==> src/rtl/y_shift_unit.sv <==
`default_nettype none
// ============================================================================
// Module   : y_shift_unit
// Purpose  : Y register with bus loads and a multi-cycle, bit-serial shifter
//            (LSL/LSR/ASR, plus ROR when Y_SHIFT_ROTATE_EN is defined).
// Revision : 1.0 - initial release
// ============================================================================

module y_shift_unit #(
    parameter int WIDTH    = 16,
    parameter int AMT_W    = 4,
    parameter int OFFSET_W = 8
) (
    input  logic             clk,
    input  logic             reset,
    input  logic [WIDTH-1:0] DATA,
    input  logic             Y_in,
    input  logic             Y_offset_in,
    input  logic             Y_out,
    input  logic             start,
    input  logic [1:0]       mode,
    input  logic [AMT_W-1:0] shift_amount,
    output logic [WIDTH-1:0] REG_OUT_Y,
    output logic [WIDTH-1:0] Y_bus_out,
    output logic             busy,
    output logic             done,
    output logic             carry_out
);

    typedef enum logic [1:0] {
        ST_IDLE  = 2'd0,
        ST_SHIFT = 2'd1,
        ST_DONE  = 2'd2
    } state_t;

    localparam logic [1:0] c_LSL = 2'b00;
    localparam logic [1:0] c_LSR = 2'b01;
    localparam logic [1:0] c_ASR = 2'b10;
    localparam logic [1:0] c_ROR = 2'b11;

    state_t           r_state;
    state_t           w_next_state;
    logic [WIDTH-1:0] r_y;
    logic             r_carry;
    logic [AMT_W-1:0] r_cnt;
    logic [1:0]       r_mode;

    logic             w_can_load;
    logic             w_start_ok;
    logic             w_mode_nop;
    logic             w_go_shift;
    logic [WIDTH-1:0] w_offset;
    logic [WIDTH-1:0] w_shift_y;
    logic             w_shift_c;

    assign w_can_load = (r_state == ST_IDLE) || (r_state == ST_DONE);
    // A load in the same IDLE cycle takes priority and swallows the start.
    assign w_start_ok = (r_state == ST_IDLE) && start && !(Y_in || Y_offset_in);

`ifdef Y_SHIFT_ROTATE_EN
    assign w_mode_nop = 1'b0;
`else
    assign w_mode_nop = (mode == c_ROR);
`endif

    assign w_go_shift = w_start_ok && (shift_amount != '0) && !w_mode_nop;
    assign w_offset   = WIDTH'($signed(DATA[OFFSET_W-1:0]));

    always_comb begin
        w_shift_y = r_y;
        w_shift_c = 1'b0;
        case (r_mode)
            c_LSL: begin
                w_shift_y = {r_y[WIDTH-2:0], 1'b0};
                w_shift_c = r_y[WIDTH-1];
            end
            c_LSR: begin
                w_shift_y = {1'b0, r_y[WIDTH-1:1]};
                w_shift_c = r_y[0];
            end
            c_ASR: begin
                w_shift_y = {r_y[WIDTH-1], r_y[WIDTH-1:1]};
                w_shift_c = r_y[0];
            end
`ifdef Y_SHIFT_ROTATE_EN
            c_ROR: begin
                w_shift_y = {r_y[0], r_y[WIDTH-1:1]};
                w_shift_c = r_y[0];
            end
`endif
            default: begin
                w_shift_y = r_y;
                w_shift_c = 1'b0;
            end
        endcase
    end

    always_ff @(posedge clk or negedge reset) begin
        if (!reset) begin
            r_state <= ST_IDLE;
        end else begin
            r_state <= w_next_state;
        end
    end

    always_comb begin
        w_next_state = r_state;
        case (r_state)
            ST_IDLE: begin
                if (w_start_ok) begin
                    w_next_state = w_go_shift ? ST_SHIFT : ST_DONE;
                end
            end
            ST_SHIFT: begin
                if (r_cnt == AMT_W'(1)) begin
                    w_next_state = ST_DONE;
                end
            end
            ST_DONE:  w_next_state = ST_IDLE;
            default:  w_next_state = ST_IDLE;
        endcase
    end

    always_ff @(posedge clk or negedge reset) begin
        if (!reset) begin
            r_y     <= '0;
            r_carry <= 1'b0;
            r_cnt   <= '0;
            r_mode  <= c_LSL;
        end else begin
            if (w_can_load && Y_in) begin
                r_y <= DATA;
            end else if (w_can_load && Y_offset_in) begin
                r_y <= w_offset;
            end

            if (w_go_shift) begin
                r_mode <= mode;
                r_cnt  <= shift_amount;
            end else if (w_start_ok && w_mode_nop) begin
                r_carry <= 1'b0;
            end

            if (r_state == ST_SHIFT) begin
                r_y     <= w_shift_y;
                r_carry <= w_shift_c;
                r_cnt   <= r_cnt - AMT_W'(1);
            end
        end
    end

    assign REG_OUT_Y = r_y;
    assign Y_bus_out = Y_out ? r_y : '0;
    assign busy      = (r_state == ST_SHIFT);
    assign done      = (r_state == ST_DONE);
    assign carry_out = r_carry;

endmodule

`default_nettype wire

==> config.mk <==
export PLATFORM = sky130hd
export DESIGN_NAME = y_shift_unit
export DESIGN_NICKNAME = d
export VERILOG_FILES = /design/src/rtl/y_shift_unit.sv
export SDC_FILE = /design/constraint.sdc
export NUM_CORES = 1
export LEC_CHECK = 0
export CORE_MARGIN = 10
export CORE_UTILIZATION = 44
export CTS_CLUSTER_DIAMETER = 100
export DETAILED_ROUTE_END_ITERATION = 6
export PLACE_DENSITY = 0.8
export SYNTH_ARGS = -nofsm -noshare
export SYNTH_HDL_FRONTEND = slang
export SYNTH_SLANG_ARGS = --single-unit
==> constraint.sdc <==
create_clock -name clk -period 2.15 [get_ports clk]
set_clock_uncertainty 0.05 [all_clocks]
set_input_delay 0.43 -clock clk [delete_from_list [all_inputs] [get_ports clk]]
set_output_delay 0.43 -clock clk [all_outputs]
set_load 0.05 [all_outputs]
==> results.toml, run 1 <==
[worst_setup_path]
r2r_cells = 5
worst-path-max-fanout = 16
critPathCaptureType = "primary output"
crit_path_end = "Y_bus_out[15]"
critical_path.startpoint = "Y_out"
critPathKind = "input port to primary output"
start_kind = "input port"
worst_ep_required_time_ns = 1.67
r2r-end = "REG_OUT_Y[12]"
arrival_ns = 1.59
rrSetupSlack_ns = 0.20
r2r_start = "r_mode[1]"

[run_status]
status = "complete, no violations"

[drt]
vias = 1747
wire_per_inst_um = 18.7
vias_per_cell = 6.07
drtPass1Iterations = 4
drt_iter0_drc = 295
ant_nets = 0
totalWireLength_mm = 5.40
drc = 0

[clock_tree]
cts_root_buffer = "clkbuf_8"
post-cts-setup-buffer-count = 0
ctsResizeCount = 0
cts_tree = "built"
cts.clk_slew.worst_paths_ns = 0.09
clockBufferDepth = 2
clock_latency_ns = 0.27
htreeDepth = 1
ctsHoldBuffers = 0
clock-sinks = 25
cts_buffers = 3

[global_routing]
antenna_found_initial = 0
grt_max_degree = 26
grt_busiest_layer = "met2"
use_met3 = 0.0295
grt_pass1_wl_mm = 8.49
globalRoute.totalOverflow = 0
grt_pass1_vias = 1757
grtUsageMet2 = 0.263
grt_use_met1 = 0.197
track_usage = 0.155

[logic_synthesis]
ys_warn_count = 0
synth_area_sq_um = 1670
synthTopCellsByArea = "dfrtp_1, a221oi_1, o211ai_1"
syn-num-nets = 209
synth_seq_area_share = 0.374
syn_area_per_cell_sq_um = 9.56
synth_top_area_share = 0.374
postSynthCellCount = 175
synthArstFlopShare = 1.00
yosysTopAreaCell = "dfrtp_1"
ys_ff_latch = 25
synth.most_common_cell = "dfrtp_1"
ys.flop_type = "dfrtp_1"
synth_edf_count = 0
yosysUniqueCellTypes = 39
synth_common_cells = "dfrtp_1, o211ai_1, and2_1"

[floorplan]
fp-row-count = 22
dieArea_sq_um = 6670
dieHeight_um = 81.7
ios = 63
core_region_area_sq_um = 3660
initial_core_util = 0.457
die_x_um = 81.7

[layout]
finalInstanceArea_sq_um = 2600
drive_above_1_share = 0.171
nNetsFinal = 275
diodes = 0
fin_cells = 288
area_growth_pct = 55.5

[sta]
period_minus_slack_ns = 2.07
rsz0062_at_grt = "no"
max_freq_mhz = 483
maxSlewViolCount = 0
final_hold_viol_count = 0
fin_crit_sh = 0.963
setup-tns-final_ns = 0
worstMarginPinSlew_ns = 0.537
setup_viol = 0
maxSlewHeadroom = 0.642

[power]
p_leak_nw = 1.05
p_per_area_nw_per_um2 = 1750
peakVddDrop_mv = 1.03

[job]
drv_cap = 0

[worst_hold_path]
min_path_type = "input port to async pin"

[place]
gp_congestion = 0.818
io_buffers = 62
place_area_sq_um = 2550
placedCellCount = 284
dp_hpwl_mm = 4.18
==> registers in the layout, indices dropped and copies added (netlist names) <==
register / flops
REG_OUT_Y: 16
carry_out: 1
r_cnt: 4
r_state: 2
r_mode: 2
==> metal layers <==
metal | up-vias | routed length (um) | part of all wire
met1 | 843 | 2260 | 0.42
met4 | 0 | 64 | 0.012
met2 | 82 | 2630 | 0.49
met5 | - | 0 | 0
met3 | 8 | 441 | 0.082
li1 | 814 | - | -
==> placed cells by master (no fill, tap or decap), types with 4 or more instances in the layout <==
cell type and instances:
and2_1 16, ha_1 6, buf_4 14, a211oi_1 8
nor2_1 11, o211ai_1 17, dfrtp_1 25, nand2_1 7
a221oi_1 15, nand4_1 4, o31ai_1 15, inv_1 7
clkdlybuf4s50_1 44, buf_12 17
==> kinds of logic (layout without fill, tap and decap cells) <==
kind of cell,count (synthesis),count (layout),synth area share
flip-flops,25,25,0.374
AO/OA/AOI/OAI,68,68,0.319
AND/OR/NAND/NOR,52,52,0.188
buffers and inverters,21,86,0.0538
adder cells (fa/ha/maj),6,6,0.0449
multiplexers,3,3,0.0202
==> critical path, cell delays in order <==
cell             delay (ns)
clkdlybuf4s50_1        0.75
and2_1                 0.26
buf_12                 0.15
==> metrics by stage <==
step | total power [mW] | worst slack (ns) | util | hold WS, ns
floorplan | 2.98 | 0.342 | - | 0.0844
global placement | 4.19 | 0.121 | 0.698 | 0.450
detailed placement | 4.27 | 0.0640 | 0.698 | 0.456
CTS | 4.55 | 0.0640 | 0.711 | 0.481
global route | 4.81 | 0.00224 | 0.711 | 0.501
finish | 4.55 | 0.0803 | 0.711 | 0.473
==> cell type report <==
| class | count | area (sq um) |
|---|---|---|
| Fill cell | 282 | 1060 |
| Multi-Input combinational cell | 129 | 957 |
| Timing Repair Buffer | 75 | 886 |
| Sequential cell | 25 | 626 |
| Tap cell | 48 | 60.1 |
| Clock buffer | 3 | 41.3 |
| Inverter | 7 | 26.3 |
| Clock inverter | 1 | 5.00 |
==> report_power, final <==
group	internal [mW]	leakage, nW	switching (mW)
combinational	1.28	0.716	1.98
sequential	0.706	0.305	0.304
clock	0.130	0.0255	0.155
==> worst min path at each step <==
| stage | endpoint | depth (start not counted) |
|---|---|---|
| after floorplan | REG_OUT_Y[0] | 0 |
| final | REG_OUT_Y[4] | 2 |
| after CTS | carry_out | 1 |
| after global routing | REG_OUT_Y[8] | 2 |
| after global placement | carry_out | 1 |
| after detailed placement | carry_out | 1 |
(Power assumes the default switching activity.)
==> run 2, diff against run 1 <==
- CORE_UTILIZATION: 44 -> 25
- PLACE_DENSITY: 0.8 -> default
- TNS_END_PERCENT: default -> 30
==> run 2 against run 1 <==
  * Maximum frequency fell by 0.70%
  * Clock power rose by 6%
  * Worst hold slack got worse by 0.0054 ns
  * Die area rose by 55%
  * Non-clock buffer count did not move
  * Via count fell by 2.6%
  * Register-to-register slack barely moved
  * Largest power group unchanged
==> results.toml, run 2 (same netlist as run 1, synthesis figures left out) <==
[run_status]
status = "complete, no violations"

[clock_tree]
ctsResizeCount = 0
cts_root_buffer = "clkbuf_8"
post-cts-setup-buffer-count = 0
clock-sinks = 25
cts.clk_slew.worst_paths_ns = 0.10
ctsHoldBuffers = 0
clock_latency_ns = 0.28
cts_tree = "built"
clockBufferDepth = 2
htreeDepth = 1
cts_buffers = 3

[power]
peakVddDrop_mv = 0.646
power.net_switching_mw = 2.44
pwr-share-comb = 0.714
seq_power_share = 0.220
intPower_mw = 2.13
p_per_area_nw_per_um2 = 1720
p_leak_nw = 1.05
p_sw_frac = 0.534
pwr-share-clk = 0.066

[place]
dp_hpwl_mm = 4.23
gp_congestion = 0.786
place_ws_ns = 0.101
io_buffers = 62

[sta]
max_freq_mhz = 480
fin_crit_sh = 0.969
setup_viol = 0
setup_ws_ns = 0.0657
final_hold_viol_count = 0
maxSlewViolCount = 0
holdWs_ns = 0.468
worstMarginPinSlew_ns = 0.571
period_minus_slack_ns = 2.08
rsz0062_at_grt = "no"
setup-tns-final_ns = 0
maxSlewHeadroom = 0.620

[layout]
largest_reg_flops = 16
layout.cells.most_common = "clkdlybuf4s50_1"
nFillCells = 630
drive_above_1_share = 0.171
area_growth_pct = 58.6
nNetsFinal = 275
final-seq-area_sq_um = 626
final_cell_mix = "clkdlybuf4s50_1, dfrtp_1, buf_12"
diodes = 0
multiInputGateArea_sq_um = 957

[floorplan]
initial_core_util = 0.260
dieHeight_um = 102
die_x_um = 102
core_region_area_sq_um = 6420
fp-row-count = 29
ios = 63
dieArea_sq_um = 10400

[drt]
drc = 0
vias_per_cell = 5.37
wire_per_inst_um = 17.8
ant_nets = 0
drt_iter0_drc = 135
drtPass1Iterations = 4
vias = 1702
totalWireLength_mm = 5.63

[worst_setup_path]
worst-path-max-fanout = 5
path_cells = "clkdlybuf4s50_1"
path_delay_family = "buffers and inverters"
critPathCaptureType = "primary output"
arrival_ns = 1.60
worst_ep_required_time_ns = 1.67
start_kind = "flip-flop"
critPathKind = "flip-flop to primary output"
crit_buf_inv = 1
cpPeakStageDelay_ns = 0.86
slowest_stage = "clkdlybuf4s50_1"

[global_routing]
globalRoute.totalOverflow = 0
grt_pass1_vias = 1725
grt_pass1_wl_mm = 9.36
grt_max_degree = 26
antenna_found_initial = 0
track_usage = 0.112

[worst_hold_path]
min_path_type = "input port to async pin"

[job]
drv_cap = 0
run 2: final timing paths:
path	to	start	slack [ns]	cells after the start
setup / recovery	REG_OUT_Y[13]	REG_OUT_Y[13]	0.07	1
hold / removal	REG_OUT_Y[5]	reset	0.47	2
setup reg to reg	REG_OUT_Y[1]	r_mode[0]	0.20	5
hold reg to reg	carry_out	carry_out	0.48	1
max in group asynchronous	r_mode[0]	reset	1.30	2
min in group clk	carry_out	carry_out	0.48	1
run 2: power by group through the flow:
stage | logic (mW) | clock network, mW | registers (mW)
floorplan | 1.51 | 0 | 1.47
global placement | 3.24 | 0 | 1.01
detailed placement | 3.27 | 0 | 1.01
CTS | 3.28 | 0.312 | 1.01
global route | 3.50 | 0.336 | 1.05
finish | 3.26 | 0.300 | 1.00
run 2: per-layer routing:
layer | up-vias | track usage | routed length [um]
met2 | 52 | 0.172 | 2590
met1 | 831 | 0.152 | 2540
met5 | - | 0 | 0
met4 | 0 | 0.0165 | 25
met3 | 4 | 0.0354 | 468
li1 | 815 | - | -
run 2: final cells by class:
cell class              count  share of cell area
multi-input cells         129               0.361
repair buffers             75               0.339
flip-flops and latches     25               0.236
well taps                  77              0.0363
clock buffers               3              0.0156
inverters                   7             0.00991
clock inverters             1             0.00283
run 2: stage by stage:
stage                     utilization  instance area [sq um]  cells  power [mW]
after floorplan                     -                   1670    175        2.98
after global placement          0.405                   2600    313        4.25
after detailed placement        0.405                   2600    313        4.29
after CTS                       0.413                   2650    317        4.60
after global routing            0.413                   2650    317        4.89
final                           0.413                   2650    317        4.56
